### src/rtl/add_polar.sv
// HDB3 polarity stage: maps zero/mark/V/B symbols onto alternating +1/-1 line pulses.
// Optional V-alternation checker (v_err, v_err_cnt) is built when ADD_POLAR_CHECK_EN is defined.
module add_polar (
   input  logic       clk,
   input  logic       rst,
   input  logic [1:0] polar_in,
   input  logic       polar_in_vld,
   output logic [1:0] polar_out,
   output logic       polar_out_vld
`ifdef ADD_POLAR_CHECK_EN
   ,
   output logic       v_err,
   output logic [7:0] v_err_cnt
`endif
);

   localparam logic [1:0] SYM_ZERO = 2'b00;
   localparam logic [1:0] SYM_MARK = 2'b01;
   localparam logic [1:0] SYM_V    = 2'b11;
   localparam logic [1:0] SYM_B    = 2'b10;

   localparam logic [1:0] LINE_ZERO = 2'b00;
   localparam logic [1:0] LINE_POS  = 2'b01;
   localparam logic [1:0] LINE_NEG  = 2'b11;

   // last_pol: 0 = last pulse was +, 1 = last pulse was -
   logic [1:0] polar_out_q, polar_out_d;
   logic       polar_out_vld_q, polar_out_vld_d;
   logic       last_pol_q, last_pol_d;
   logic       emit_v;

   always_comb begin
      polar_out_d     = LINE_ZERO;
      polar_out_vld_d = polar_in_vld;
      last_pol_d      = last_pol_q;
      emit_v          = 1'b0;
      if (polar_in_vld) begin
         unique case (polar_in)
            SYM_ZERO: polar_out_d = LINE_ZERO;
            SYM_MARK, SYM_B: begin
               last_pol_d  = ~last_pol_q;
               polar_out_d = last_pol_q ? LINE_POS : LINE_NEG;
            end
            SYM_V: begin
               // A violation repeats the previous pulse polarity on purpose.
               emit_v      = 1'b1;
               polar_out_d = last_pol_q ? LINE_NEG : LINE_POS;
            end
            default: polar_out_d = LINE_ZERO;
         endcase
      end
   end

   always_ff @(posedge clk) begin
      if (rst) begin
         polar_out_q     <= LINE_ZERO;
         polar_out_vld_q <= 1'b0;
         last_pol_q      <= 1'b1;
      end else begin
         polar_out_q     <= polar_out_d;
         polar_out_vld_q <= polar_out_vld_d;
         last_pol_q      <= last_pol_d;
      end
   end

   assign polar_out     = polar_out_q;
   assign polar_out_vld = polar_out_vld_q;

`ifdef ADD_POLAR_CHECK_EN
   logic       v_seen_q, v_seen_d;
   logic       last_v_pol_q, last_v_pol_d;
   logic       v_err_q, v_err_d;
   logic [7:0] v_err_cnt_q, v_err_cnt_d;

   // Consecutive Vs must alternate; the V polarity equals last_pol at emission.
   always_comb begin
      v_seen_d     = v_seen_q;
      last_v_pol_d = last_v_pol_q;
      v_err_d      = 1'b0;
      v_err_cnt_d  = v_err_cnt_q;
      if (emit_v) begin
         v_err_d      = v_seen_q && (last_pol_q == last_v_pol_q);
         last_v_pol_d = last_pol_q;
         v_seen_d     = 1'b1;
      end
      if (v_err_d && (v_err_cnt_q != 8'hFF)) begin
         v_err_cnt_d = v_err_cnt_q + 8'd1;
      end
   end

   always_ff @(posedge clk) begin
      if (rst) begin
         v_seen_q     <= 1'b0;
         last_v_pol_q <= 1'b0;
         v_err_q      <= 1'b0;
         v_err_cnt_q  <= 8'd0;
      end else begin
         v_seen_q     <= v_seen_d;
         last_v_pol_q <= last_v_pol_d;
         v_err_q      <= v_err_d;
         v_err_cnt_q  <= v_err_cnt_d;
      end
   end

   assign v_err     = v_err_q;
   assign v_err_cnt = v_err_cnt_q;
`endif

endmodule

### config.mk
export PLATFORM = sky130hd
export DESIGN_NAME = add_polar
export DESIGN_NICKNAME = d
export VERILOG_FILES = /design/src/rtl/add_polar.sv
export SDC_FILE = /design/constraint.sdc
export NUM_CORES = 1
export LEC_CHECK = 0
export ABC_AREA = 1
export BUFFER_PORTS_ARGS = -buffer_cell sky130_fd_sc_hd__buf_2
export CAP_MARGIN = 15
export CORE_AREA = 2 2 39 41
export DETAILED_ROUTE_END_ITERATION = 16
export DIE_AREA = 0 0 41 43
export GPL_TIMING_DRIVEN = 0
export PLACE_DENSITY = 0.32
export SYNTH_ARGS = -nofsm -noshare
export SYNTH_HDL_FRONTEND = slang
export SYNTH_SLANG_ARGS = --single-unit
### constraint.sdc
create_clock -name clk -period 0.8 [get_ports clk]
set_input_delay 0.12 -clock clk [delete_from_list [all_inputs] [get_ports clk]]
set_output_delay 0.12 -clock clk [all_outputs]
set_load 0.05 [all_outputs]
==> summary.md <==
| Metric | Value |
|---|---|
| Cell area after synthesis | `roughly 180 um^2` |
| Synth Instances | `23` |
| Cell Rows | `14` |
| Seq cells post-synth | `4` |
| Dpl cells | `46` |
| CP startpoint | `polar_out[1]` |
| Worst-path cell chain | `buf_8` |
| Routed Antenna Nets | `0` |
| Hold path depth | `3` |
| Top Metal Used | `met3` |
| CP max stage cell | `dfxtp_2` |
| Vias in the first global route | `~130` |
| Placed cell areas | `231 um^2` |
| Ports | `8` |
| Initial Utilization | `0.127` |
| Syn nets | `30` |
| Worst R2R Start | `last_pol_q` |
| Initial antenna violation count | `0` |
| Max-cap violation count | `0` |
| Critical path startpoint category | `register` |
| Worst Tran Pin Value | `between 100 and 150 ps` |
| Final setup fails | `3` |
| CP bufs+invs | `1` |
| Routed WL per cell | `roughly 6.0 um` |
| Largest net degree at the start of global routing | `4` |
| Routed WL | `a little under 300 um` |
| Final WS setup | `-11.3 ps` |
| Reg2Reg Depth | `3` |
| Fin crit period | `811 ps` |
| DPL Wire Length | `230 um` |
| Via-to-Cell Ratio | `roughly 3` |
| Met2 wire length | `between 100 and 150 um` |
| Status | `finished with violations` |
| Mux contribution to synthesized area | `0` |
| Total Routing Usage GR | `0.0441` |
| RSZ-0062 raised after global routing | `true` |
| Util after Layout | `0.208` |
| Core box area | `1380 um^2` |
| Net count of the finished layout | `42` |
| Most common cell in the synthesized netlist | `inv_1` |
| PwrDens | `roughly 2000 nW/um^2` |
| Die height | `43 um` |
| Hold Crit Class | `in2reg` |
| Area share of the largest cell type after synthesis | `0.454` |
| Design Area, Final | `between 200 and 300 um^2` |
| Area Overhead vs Synth | `63.1%` |
| Max H-tree Level | `1` |
| Die X | `between 40 and 50 um` |
| Total global routing overflow | `0` |
| Crit-path max cell delay | `between 300 and 400 ps` |
| Largest delay share family, worst path | `flip-flops` |
| CP required | `680 ps` |
| Post-synth EDFFs | `0` |
| Async S/R FF share, synth | `0` |
| Crit end category | `output pin` |
| Static Leakage | `about 0.16 nW` |
| Min-Delay Startpoint | `rst` |
| Biggest area consumer among synthesized cells | `dfxtp_1` |
| Mean Syn Cell Area | `around 7.7 um^2` |
| Flop2flop setup slack | `~150 ps` |
| Full die area | `~1800 um^2` |
| CTS tree | `built` |
| Synth area leaders | `dfxtp_1 45%, ha_1 14%, inv_1 13%` |
| Maximum buffer depth of the clock tree | `2` |
| Synth Area in Simple Gates | `0.255` |
| Drc violations | `0` |
| Final std cells w/o fill | `49` |
| Wl on met1 | `around 140 um` |
| WHS Endpoint | `last_pol_q` |
| 1st-iter DRT viols | `2` |
| Clk_skew | `slightly above 1 ps` |
| Top cells by count, synth | `6 x inv_1, 5 x nand2_1, 4 x dfxtp_1, 2 x ha_1, 2 x nand3_1` |
| Rel. slew slack | `0.913` |
| Crit Path Max Fanout | `1` |
| Clock root buffer | `clkbuf_4` |
| N_diodes | `0` |
| Netlist cell types | `9` |
| Worst skew pair latency | `between 200 and 250 ps` |
| Fmax | `1230 MHz` |
| Failing checks | `setup timing` |
| R2R Path End | `last_pol_q` |
| Final period utilization | `1.01` |
| Max IR drop VDD | `between 0.3 and 0.4 mV` |
| Drt pass-1 iters | `2` |
| Fraction of the mapped netlist area in adder cells | `0.142` |
| Clock slew at reported path FFs | `40 ps` |
| Share of layout cells above drive strength 1 | `0.485` |
| Total number of vias | `148` |
| Main synth FF type | `dfxtp_1` |
| Power Total | `573 uW` |
| Setup Crit Path Kind | `reg2out` |
| Sink Count | `4` |
| Hold-fix buffers, CTS | `0` |
| DR WL met3 | `roughly 36 um` |
| Sequential fraction of the synthesis area | `0.454` |
| GPL Wtd Cong | `0.623` |
| CTS Buf Count | `3` |
| Xor-xnor portion of the synthesized cell area | `0` |
| Fin. Hold Viols | `0` |
| First-pass GRT wire length | `between 400 and 500 um` |
| Main combinational cell family by area after synthesis | `simple AND/OR/NAND/NOR gates` |
| Ys Warns | `0` |
| # port buffers | `7` |
| Max-slew violation count | `0` |
| Worst path arrival time | `between 600 and 700 ps` |
| Synth Area in Compound Gates | `0` |
[power breakdown]
part           total [mW]  switching [mW]  internal [mW]
Clock               0.246          0.0782          0.168
Combinational       0.104          0.0596         0.0440
Sequential          0.224         0.00913          0.215
[worst register-to-register path, stage by stage, from the launching register on]
cell and delay (ps):
dfxtp_1 360, inv_2 50, nand3_1 60, nand3_1 60
[through the flow]
stage               hold slack (ps)  setup WS (ps)  TNS (ps)
global placement                335          -87.6      -126
finish                         97.3          -11.3     -25.7
detailed placement              341          -92.8      -144
global route                   91.6          -42.9      -106
floorplan                       240           48.1         0
CTS                            88.4          -22.4     -60.6
[sequential cells by signal, indices dropped and copies added, names as in the netlist]
register and cells:
last_pol_q 1, polar_out 2, polar_out_vld 1
[cell type report]
cell class	instances	area, um^2
fillers	153	1100
flip-flops and latches	4	83.8
multi-input cells	12	70.1
repair buffers	7	65.1
inverters	7	26.3
clock buffers	3	22.5
well taps	16	20.0
[worst max path at each step]
stage               cells after the start  slack [ps]           end
floorplan                               6          50  polar_out[1]
global placement                        7         -90  polar_out[1]
detailed placement                      7         -90  polar_out[1]
CTS                                     1         -20  polar_out[1]
global route                            1         -40  polar_out[1]
finish                                  1         -10  polar_out[1]
[cells by family after synthesis]
logic type,Yosys count
adder cells (fa/ha/maj),2
AND/OR/NAND/NOR,10
buffers and inverters,7
flip-flops,4
[timing repair]
action	in CTS	in global routing
gates resized for setup	11	1
buffers inserted	0	0
endpoints found under the setup margin	3	3
[cells in the final DEF (no fill, tap or decap), drive strengths merged]
cell type,count
nand3,2
dfxtp,4
ha,2
clkbuf,3
buf,7
nor2,2
nand2,6
inv,7
[metal layers]
metal	up-vias	global-route usage
met4	0	0.0600
met2	7	0.0438
li1	85	-
met3	0	0.0314
met1	56	0.0481
met5	-	0
Note: power is estimated with default switching activity, not from simulation.
